### src/rtl/dmem_pkg.sv
// Shared types and constants for the data-memory arbiter and its helpers.
package dmem_pkg;

  localparam int unsigned DMEM_ADDR_W = 8;
  localparam int unsigned DMEM_DATA_W = 32;
  localparam int unsigned DMEM_WAIT_W = 4;

  typedef enum logic [1:0] {
    NONE   = 2'd0,
    RESP_A = 2'd1,
    RESP_B = 2'd2
  } resp_owner_t;

  localparam logic [1:0] PORT_SEL_NONE = 2'd0;
  localparam logic [1:0] PORT_SEL_A    = 2'd1;
  localparam logic [1:0] PORT_SEL_B    = 2'd2;

endpackage

### src/rtl/dmem_port_arbiter_if.sv
// Bus bundle between the two requesters, the arbiter and the single-port data memory.
interface dmem_port_arbiter_if
  import dmem_pkg::*;
#(
  parameter int unsigned ADDR_W = DMEM_ADDR_W,
  parameter int unsigned DATA_W = DMEM_DATA_W
);

  logic              a_req;
  logic              a_we;
  logic [ADDR_W-1:0] a_addr;
  logic [DATA_W-1:0] a_wdata;
  logic              a_gnt;
  logic              a_stall;
  logic              a_rvalid;
  logic [DATA_W-1:0] a_rdata;

  logic              b_req;
  logic              b_we;
  logic [ADDR_W-1:0] b_addr;
  logic [DATA_W-1:0] b_wdata;
  logic              b_gnt;
  logic              b_rvalid;
  logic [DATA_W-1:0] b_rdata;

  logic [ADDR_W-1:0] mem_addr;
  logic [DATA_W-1:0] mem_wdata;
  logic              mem_we;
  logic [DATA_W-1:0] mem_rdata;

  modport slave (
    input  a_req, a_we, a_addr, a_wdata,
    output a_gnt, a_stall, a_rvalid, a_rdata,
    input  b_req, b_we, b_addr, b_wdata,
    output b_gnt, b_rvalid, b_rdata,
    output mem_addr, mem_wdata, mem_we,
    input  mem_rdata
  );

  modport master (
    output a_req, a_we, a_addr, a_wdata,
    input  a_gnt, a_stall, a_rvalid, a_rdata,
    output b_req, b_we, b_addr, b_wdata,
    input  b_gnt, b_rvalid, b_rdata,
    input  mem_addr, mem_wdata, mem_we,
    output mem_rdata
  );

endinterface

### src/rtl/dmem_starve_counter.sv
// Saturating wait counter: counts refused cycles, flags when the limit is reached.
module dmem_starve_counter
  import dmem_pkg::*;
#(
  parameter int unsigned MAX_WAIT = 4
) (
  input  logic clk,
  input  logic rst,
  input  logic i_inc,
  input  logic i_clear,
  output logic o_at_max_c
);

  localparam logic [DMEM_WAIT_W-1:0] MAX_CNT = DMEM_WAIT_W'(MAX_WAIT);

  logic [DMEM_WAIT_W-1:0] r_cnt;

  // Clear has priority over increment; holds at the limit until cleared.
  always_ff @(posedge clk) begin
    if (rst) begin
      r_cnt <= '0;
    end else if (i_clear) begin
      r_cnt <= '0;
    end else if (i_inc && (r_cnt != MAX_CNT)) begin
      r_cnt <= r_cnt + DMEM_WAIT_W'(1);
    end
  end

  assign o_at_max_c = (r_cnt == MAX_CNT);

endmodule

### src/rtl/dmem_port_arbiter.sv
// Two-port arbiter in front of the single-port data memory (A = MEM stage, B = loader/debug).
// Optional performance counters are enabled with `define DMEM_ARB_PERF_EN.
module dmem_port_arbiter
  import dmem_pkg::*;
#(
  parameter int unsigned ADDR_W   = DMEM_ADDR_W,
  parameter int unsigned DATA_W   = DMEM_DATA_W,
  parameter int unsigned MAX_WAIT = 4
) (
  input  logic               clk,
  input  logic               rst,
  dmem_port_arbiter_if.slave bus
`ifdef DMEM_ARB_PERF_EN
  ,
  output logic [31:0]        perf_stall_cnt,
  output logic [31:0]        perf_starve_cnt
`endif
);

  logic              w_at_max;
  logic              w_a_win;
  logic              w_b_win;
  logic [1:0]        w_sel;
  logic              w_win_we;
  logic [ADDR_W-1:0] w_win_addr;
  logic [DATA_W-1:0] w_win_wdata;
  logic              w_a_stall;

  logic [ADDR_W-1:0] r_mem_addr;
  logic [DATA_W-1:0] r_mem_wdata;

  resp_owner_t       r_resp_owner;
  resp_owner_t       w_resp_owner_nxt;

  dmem_starve_counter #(
    .MAX_WAIT (MAX_WAIT)
  ) u_starve (
    .clk        (clk),
    .rst        (rst),
    .i_inc      (bus.b_req & ~w_b_win),
    .i_clear    (~bus.b_req | w_b_win),
    .o_at_max_c (w_at_max)
  );

  // B wins when A is idle or B has waited its limit; nothing is granted in reset.
  always_comb begin
    w_a_win = 1'b0;
    w_b_win = 1'b0;
    w_sel   = PORT_SEL_NONE;
    if (!rst) begin
      if (bus.b_req && (!bus.a_req || w_at_max)) begin
        w_b_win = 1'b1;
        w_sel   = PORT_SEL_B;
      end else if (bus.a_req) begin
        w_a_win = 1'b1;
        w_sel   = PORT_SEL_A;
      end
    end
  end

  // Memory drive follows the winner; address/data hold their last value when idle.
  always_comb begin
    w_win_addr  = r_mem_addr;
    w_win_wdata = r_mem_wdata;
    w_win_we    = 1'b0;
    case (w_sel)
      PORT_SEL_A: begin
        w_win_addr  = bus.a_addr;
        w_win_wdata = bus.a_wdata;
        w_win_we    = bus.a_we;
      end
      PORT_SEL_B: begin
        w_win_addr  = bus.b_addr;
        w_win_wdata = bus.b_wdata;
        w_win_we    = bus.b_we;
      end
      default: ;
    endcase
  end

  always_ff @(posedge clk) begin
    if (rst) begin
      r_mem_addr  <= '0;
      r_mem_wdata <= '0;
    end else if (w_sel != PORT_SEL_NONE) begin
      r_mem_addr  <= w_win_addr;
      r_mem_wdata <= w_win_wdata;
    end
  end

  assign w_a_stall     = bus.a_req & ~w_a_win;
  assign bus.a_gnt     = w_a_win;
  assign bus.b_gnt     = w_b_win;
  assign bus.a_stall   = w_a_stall;
  assign bus.mem_addr  = w_win_addr;
  assign bus.mem_wdata = w_win_wdata;
  assign bus.mem_we    = w_win_we;

  // Read-response owner: one cycle after a granted read.
  always_ff @(posedge clk) begin
    if (rst) begin
      r_resp_owner <= NONE;
    end else begin
      r_resp_owner <= w_resp_owner_nxt;
    end
  end

  always_comb begin
    w_resp_owner_nxt = NONE;
    if (w_a_win && !bus.a_we) begin
      w_resp_owner_nxt = RESP_A;
    end else if (w_b_win && !bus.b_we) begin
      w_resp_owner_nxt = RESP_B;
    end
  end

  // Reset in the response cycle drops the pending response.
  assign bus.a_rvalid = (r_resp_owner == RESP_A) & ~rst;
  assign bus.b_rvalid = (r_resp_owner == RESP_B) & ~rst;
  assign bus.a_rdata  = bus.mem_rdata;
  assign bus.b_rdata  = bus.mem_rdata;

`ifdef DMEM_ARB_PERF_EN
  logic [31:0] r_perf_stall;
  logic [31:0] r_perf_starve;

  // Stall cycles on A and B grants forced by the starvation limit while A was asking.
  always_ff @(posedge clk) begin
    if (rst) begin
      r_perf_stall  <= '0;
      r_perf_starve <= '0;
    end else begin
      if (w_a_stall) begin
        r_perf_stall <= r_perf_stall + 32'(1);
      end
      if (w_b_win && bus.a_req) begin
        r_perf_starve <= r_perf_starve + 32'(1);
      end
    end
  end

  assign perf_stall_cnt  = r_perf_stall;
  assign perf_starve_cnt = r_perf_starve;
`endif

endmodule

### src/flat_wrapper.sv
// flat-port wrapper written by rule: the top's interface ports become plain ports
module dmem_port_arbiter_flat import dmem_pkg::*;
#(
  parameter int unsigned ADDR_W   = DMEM_ADDR_W,
  parameter int unsigned DATA_W   = DMEM_DATA_W,
  parameter int unsigned MAX_WAIT = 4
)
  (clk, rst, bus_a_req, bus_a_we, bus_a_addr, bus_a_wdata, bus_a_gnt, bus_a_stall, bus_a_rvalid, bus_a_rdata, bus_b_req, bus_b_we, bus_b_addr, bus_b_wdata, bus_b_gnt, bus_b_rvalid, bus_b_rdata, bus_mem_addr, bus_mem_wdata, bus_mem_we, bus_mem_rdata);
  dmem_port_arbiter_if #(.ADDR_W(ADDR_W), .DATA_W(DATA_W)) bus_i ();
  input  logic clk;
  input  logic rst;
  input wire logic [$bits(bus_i.a_req)-1:0] bus_a_req;
  input wire logic [$bits(bus_i.a_we)-1:0] bus_a_we;
  input wire logic [$bits(bus_i.a_addr)-1:0] bus_a_addr;
  input wire logic [$bits(bus_i.a_wdata)-1:0] bus_a_wdata;
  output wire logic [$bits(bus_i.a_gnt)-1:0] bus_a_gnt;
  output wire logic [$bits(bus_i.a_stall)-1:0] bus_a_stall;
  output wire logic [$bits(bus_i.a_rvalid)-1:0] bus_a_rvalid;
  output wire logic [$bits(bus_i.a_rdata)-1:0] bus_a_rdata;
  input wire logic [$bits(bus_i.b_req)-1:0] bus_b_req;
  input wire logic [$bits(bus_i.b_we)-1:0] bus_b_we;
  input wire logic [$bits(bus_i.b_addr)-1:0] bus_b_addr;
  input wire logic [$bits(bus_i.b_wdata)-1:0] bus_b_wdata;
  output wire logic [$bits(bus_i.b_gnt)-1:0] bus_b_gnt;
  output wire logic [$bits(bus_i.b_rvalid)-1:0] bus_b_rvalid;
  output wire logic [$bits(bus_i.b_rdata)-1:0] bus_b_rdata;
  output wire logic [$bits(bus_i.mem_addr)-1:0] bus_mem_addr;
  output wire logic [$bits(bus_i.mem_wdata)-1:0] bus_mem_wdata;
  output wire logic [$bits(bus_i.mem_we)-1:0] bus_mem_we;
  input wire logic [$bits(bus_i.mem_rdata)-1:0] bus_mem_rdata;
  assign bus_i.a_req = bus_a_req;
  assign bus_i.a_we = bus_a_we;
  assign bus_i.a_addr = bus_a_addr;
  assign bus_i.a_wdata = bus_a_wdata;
  assign bus_a_gnt = bus_i.a_gnt;
  assign bus_a_stall = bus_i.a_stall;
  assign bus_a_rvalid = bus_i.a_rvalid;
  assign bus_a_rdata = bus_i.a_rdata;
  assign bus_i.b_req = bus_b_req;
  assign bus_i.b_we = bus_b_we;
  assign bus_i.b_addr = bus_b_addr;
  assign bus_i.b_wdata = bus_b_wdata;
  assign bus_b_gnt = bus_i.b_gnt;
  assign bus_b_rvalid = bus_i.b_rvalid;
  assign bus_b_rdata = bus_i.b_rdata;
  assign bus_mem_addr = bus_i.mem_addr;
  assign bus_mem_wdata = bus_i.mem_wdata;
  assign bus_mem_we = bus_i.mem_we;
  assign bus_i.mem_rdata = bus_mem_rdata;
  dmem_port_arbiter #(.ADDR_W(ADDR_W), .DATA_W(DATA_W), .MAX_WAIT(MAX_WAIT)) u_core (.clk(clk), .rst(rst), .bus(bus_i));
endmodule
### config.mk
export PLATFORM = sky130hd
export DESIGN_NAME = dmem_port_arbiter_flat
export DESIGN_NICKNAME = d
export VERILOG_FILES = /design/src/rtl/dmem_pkg.sv /design/src/rtl/dmem_port_arbiter_if.sv /design/src/rtl/dmem_starve_counter.sv /design/src/rtl/dmem_port_arbiter.sv /design/src/flat_wrapper.sv
export SDC_FILE = /design/constraint.sdc
export NUM_CORES = 1
export LEC_CHECK = 0
export BUFFER_PORTS_ARGS = -buffer_cell sky130_fd_sc_hd__buf_2
export CAP_MARGIN = 20
export CELL_PAD_IN_SITES_DETAIL_PLACEMENT = 1
export CELL_PAD_IN_SITES_GLOBAL_PLACEMENT = 1
export CORE_MARGIN = 3
export CORE_UTILIZATION = 27
export DETAILED_ROUTE_END_ITERATION = 7
export GPL_TIMING_DRIVEN = 0
export PLACE_DENSITY_LB_ADDON = 0.05
export SYNTH_ARGS = -nofsm -noshare
export SYNTH_HDL_FRONTEND = slang
export SYNTH_SLANG_ARGS = --single-unit
### constraint.sdc
create_clock -name clk -period 2.5 [get_ports clk]
set_input_delay 0.125 -clock clk [delete_from_list [all_inputs] [get_ports clk]]
set_output_delay 0.125 -clock clk [all_outputs]
set_load 0.005 [all_outputs]
* After elaboration in Yosys (flattened, before gate mapping) *
Cells that the tools add are included.

operators by class
  eq/ne operators = 6
  bitwise operators = 9
  mux-type cells = 13
  add/sub/neg operators = 1
  reductions and logical operators = 11

operators by type and width
  kind                                                    number
  one-hot mux 32 bit (2 select lines)                     1
  one-hot mux 8 bit (2 select lines)                      1
  two-way mux 1 bit                                       7
  two-way mux 2 bit                                       3
  adder 4 x 1 -> 4 bit (second input constant)            1
  bitwise AND 1 bit                                       4
  == test 2 x 1 -> 1 bit (second input constant)          2
  == test 2 bit (second input constant)                   2
  == test 4 x 3 -> 1 bit (second input constant)          1
  logical AND 1 bit                                       4
  inequality test 4 x 3 -> 1 bit (second input constant)  1
  inverter 1 bit                                          4
  OR reduction 2 bit                                      2
  logical NOT 1 bit                                       3
  one-hot mux 1 bit (2 select lines)                      1
  nonzero test 2 bit                                      1
  logical OR 1 bit                                        1
  OR 1 bit                                                1

word-level totals
  output and inout port bits = 110
  input bits = 118
  register bits after elaboration = 46

* Depth between registers and ports, before layout *
  depth after elaboration = 8
  depth in mapped cells = 11
  mapped depth without buffers = 8

* Modules after synthesis *
A second synthesis with hierarchy kept.

unflattened totals
  cell total of the unflattened synthesis = 383
  area total of the unflattened synthesis = 3,338.2 µm²

modules (own cells, without submodules)
  module               times used  area an instance (µm²)  cells an instance
  dmem_port_arbiter    1           3,109.2                 358
  dmem_starve_counter  1           229.0                   25

* Worst setup path after synthesis *
No wires, ideal clock.

  path kind = register -> register
  start = register u_core.u_starve.r_cnt[0]
  end = register u_core.r_mem_addr[0]
  library setup time = 0.146 ns
  setup slack = 0.427 ns
  period minus slack after synthesis = 2.073 ns
  data required time = 2.354 ns
  arrival time = 1.927 ns
  stages on the path, launching flop included = 12
  buffers on the path = 3
  cell sequence = dfxtp_1 inv_1 ha_1 nand3b_1 a211o_1 ha_1 buf_4 nor2b_4 buf_6 buf_4 nor2_1 a211oi_2

between the ends
  longest elaborated chain between the ends = 7
  elaborated cells on any way between the ends = 9

RTL lines
  what                                                     RTL line                   source
  start, declared                                          dmem_starve_counter.sv:16  logic [DMEM_WAIT_W-1:0] r_cnt;
  start signal, assigned                                   dmem_starve_counter.sv:25  r_cnt <= r_cnt + DMEM_WAIT_W'(1);
  == test 4 x 3 -> 1 bit (*)                               dmem_starve_counter.sv:29  assign o_at_max_c = (r_cnt == MAX_CNT);
  logical OR 1 bit (*)                                     dmem_port_arbiter.sv:51    if (bus.b_req && (!bus.a_req || w_at_max)) begin
  logical AND 1 bit (*)                                    dmem_port_arbiter.sv:51
  two-way mux 2 bit (*)                                    dmem_port_arbiter.sv:51
  two-way mux 2 bit (*)                                    dmem_port_arbiter.sv:50    if (!rst) begin
  == test 2 bit or == test 2 x 1 -> 1 bit (tied branches)  dmem_port_arbiter.sv:66    case (w_sel)
  one-hot mux 8 bit (2 select lines)                       dmem_port_arbiter.sv:66
  end signal, assigned                                     dmem_port_arbiter.sv:86    r_mem_addr <= w_win_addr;
  end, declared                                            dmem_port_arbiter.sv:29    logic [ADDR_W-1:0] r_mem_addr;

Every way passes the cells marked *; elsewhere a longest branch is shown, timed or not.
A chain may end at the register's enable or synchronous reset.

* Final worst setup path *
  start = register u_core.u_starve.r_cnt[1]
  end = output port bus_mem_wdata[23]

between the ends
  longest elaborated chain between the ends = 7
  elaborated cells on any way between the ends = 8

RTL lines
  what                                                     RTL line                   source
  == test 4 x 3 -> 1 bit (*)                               dmem_starve_counter.sv:29
  logical OR 1 bit (*)                                     dmem_port_arbiter.sv:51
  logical AND 1 bit (*)                                    dmem_port_arbiter.sv:51
  two-way mux 2 bit (*)                                    dmem_port_arbiter.sv:51
  two-way mux 2 bit (*)                                    dmem_port_arbiter.sv:50
  == test 2 bit or == test 2 x 1 -> 1 bit (tied branches)  dmem_port_arbiter.sv:66
  one-hot mux 32 bit (2 select lines) (*)                  dmem_port_arbiter.sv:66
  end, declared                                            flat_wrapper.sv:28         output wire logic [$bits(bus_i.mem_wdata)-1:0] bus_mem_wdata;

Marked as above.

==> flow_summary.yaml <==
clocking:
  postCtsHoldBufs: 0
  htree_levels: 2
  cts_made_buffers: 5
  clk_path_buf_depth: 2
  cts_tree: "built"
  cts.reportedPaths.clkPinSlew_ns: 0.07
  cts_root_buf: "clkbuf_16"
  cts_sinks: 46
  worst_skew_pair.late_latency_ns: 0.28
flow_run:
  timing.max_cap.violations: 0
yosys:
  seq_area_frac_synth_pct: 29.8
  synth_top_cell_by_area: "dfxtp_1"
  synth_xor_area_share_pct: 0.567
  synth_cell_types: 21
  synth_top_area_share_pct: 29.8
  synth_compound_area_share_pct: 33.1
  yosys.area_share.simple_pct: 12.6
  ys_ff_latch: 46
  syn_area_um2: 3090
  syn_area_per_cell_um2: 8.26
  synth_fp_nets: 497
  yosys-top-cells-area: "dfxtp_1 (30%), buf_4 (18%), a211oi_2 (16%)"
  yosys.area_share.adder_pct: 2.03
  yosys_warnings: 0
  synth_mux_area_share_pct: 0
  synth_top_family_by_area: "compound AO/OA/AOI/OAI gates"
  syn_inst: 374
sta:
  relSlewSlack_pct: 49.5
  slew_viol_final: 0
  setup_violations: 0
  fin_ws_ns: 0.00387
  min_period_ns: 2.50
  finClkSkew_ns: 0.00564
  timing.fmax_ghz: 0.401
  worst_slew_pin_slew_ns: 0.757
  post-route-period-util_pct: 99.8
  rsz0062_at_grt: "true"
  hold_viol_final: 0
floorplan:
  fp.dieArea_um2: 12800
  placementRows: 38
  die_h_um: 113
  core_area_um2: 11000
  initial_core_util_pct: 28.0
  die_width_um: 113
  io_pins: 228
cells_and_area:
  final_cell_area_um2: 5400
  layout_commonest_cell: "buf_2"
  final_util_pct: 48.9
  drive_gt1_share_pct: 76.8
  antennaDiodeCount: 0
  final_cell_mix: "buf_2 (194), buf_4 (79), nor2_1 (60)"
  num-nets-final: 717
  syn_to_final_growth_pct: 74.7
power:
  ir_drop_v: 0.000308
  total_power_mw: 2.45
  p_leak_nw: 2.35
  power.density_nw_per_um2: 454
critical_path:
  path_class: "flop to output port"
  slowest_delay_ns: 0.45
  worst-path-max-fanout: 5
  arrival_ns: 2.37
  path_cells: "inv_2 > ha_4 > nand3b_1 > a211o_4 > ha_4 > clkbuf_16 > buf_12 > nor2_1 > a21oi_1 > buf_2"
  startpoint_type: "flop"
  crit_top_cell: "ha_4"
  cp.required_ns: 2.38
  end_kind: "output port"
  cp_slowest_cell: "a211o_4"
grt:
  grt_pass1_wl_um: 17000
  grt_pass1_vias: 3437
  grt_antenna_before_repair: 0
  grt_overflow_total: 0
  track_usage_pct: 15.9
  grt_max_degree: 15
place:
  portBuffers: 194
  hpwl_um: 8270
  dp_worst_setup_slack_ns: -0.0206
  place_congestion: 0.695
  place_area_um2: 4240
route:
  drt_wl_total_um: 11800
  drc: 0
  drtAntennaViolNets: 0
  routed_via_density: 4.70
  drtIter0Drc: 73
  route.vias.total: 3451
  dr.pass1.iters: 4
  wl_per_cell_um: 16.0
worst_hold_path:
  hold_path_class: "input port to flop"
run_status:
  status: "finished clean"
-- synth_stat cells, drive strengths merged --
master	count
a211o	1
a211oi	40
a21oi	40
a22oi	41
and2	1
buf	82
clkbuf	15
dfxtp	46
ha	5
inv	6
nand3	2
nand3b	1
nor2	86
nor2b	3
nor3b	2
o21ai	1
xnor2	1
xor2	1
-- where the power goes --
| part | internal [mW] | total (mW) | leakage (nW) | switching [mW] |
|---|---|---|---|---|
| Sequential | 0.775 | 0.804 | 0.376 | 0.0292 |
| Combinational | 0.468 | 0.880 | 1.89 | 0.412 |
| Clock | 0.469 | 0.766 | 0.0836 | 0.297 |
| Total | 1.71 | 2.45 | 2.35 | 0.739 |
-- sequential cells by signal (all words and copies together) (netlist names) --
register	cells
u_core.r_mem_addr	8
u_core.u_starve.r_cnt	4
u_core.r_mem_wdata	32
u_core.r_resp_owner	2
-- final timing paths --
check,from,end,slack (ns),cells after the start
max,u_core.u_starve.r_cnt[1]$_SDFFE_PP0P_,bus_mem_wdata[23],0.004,10
min,bus_b_we,u_core.r_resp_owner[1]$_SDFF_PP0_,0.02,2
max reg2reg,u_core.u_starve.r_cnt[1]$_SDFFE_PP0P_,u_core.r_mem_addr[4]$_SDFFE_PP0P_,0.08,10
min reg2reg,u_core.u_starve.r_cnt[3]$_SDFFE_PP0P_,u_core.u_starve.r_cnt[3]$_SDFFE_PP0P_,0.51,2
-- stage by stage --
stage | instances | hold slack [ns] | setup TNS [ns]
finish | 735 | 0.0197 | 0
global route | 735 | 0.0252 | -2.92
CTS | 715 | 0.00755 | 0
detailed placement | 708 | 0.312 | -0.0604
global placement | 708 | 0.313 | 0
floorplan | 374 | 0.197 | 0
-- routing by layer --
layer | up-vias | global-route usage [%] | routed length [um]
met5 | - | 0 | 0
met4 | 0 | 2.32 | 48
met3 | 4 | 3.10 | 781
met2 | 131 | 28.6 | 6200
met1 | 1626 | 20.1 | 4750
li1 | 1690 | - | -
-- layout make-up --
class                           count  area [um^2]
Multi-Input combinational cell    225         1960
Timing Repair Buffer              215         1280
Buffer                             95          860
Inverter                            6         25.0
Fill cell                        1303         5630
Clock buffer                        5          125
Clock inverter                      3         40.0
Sequential cell                    46          923
Tap cell                          140          175
-- cells by family after synthesis --
| logic type | count (synthesis) |
|---|---|
| flip-flops | 46 |
| buffers and inverters | 103 |
| AND/OR/NAND/NOR | 95 |
| XOR/XNOR | 2 |
| AO/OA/AOI/OAI | 123 |
| adder cells (fa/ha/maj) | 5 |
-- worst max-delay path, delay by kind of cell (launching register included) --
kind,cells,cell delay [ns]
AO/OA/AOI/OAI,2,0.58
buffers and inverters,4,0.48
adder cells (fa/ha/maj),2,0.46
flip-flops,1,0.33
AND/OR/NAND/NOR,2,0.23
-- timing repair --
action | in CTS | in global routing
gates resized for setup | 79 | 110
buffers inserted | 1 | 11
setup endpoints to repair | 41 | 71
cloned | 0 | 9
pin swaps | 1 | 13
(Power assumes the default switching activity.)
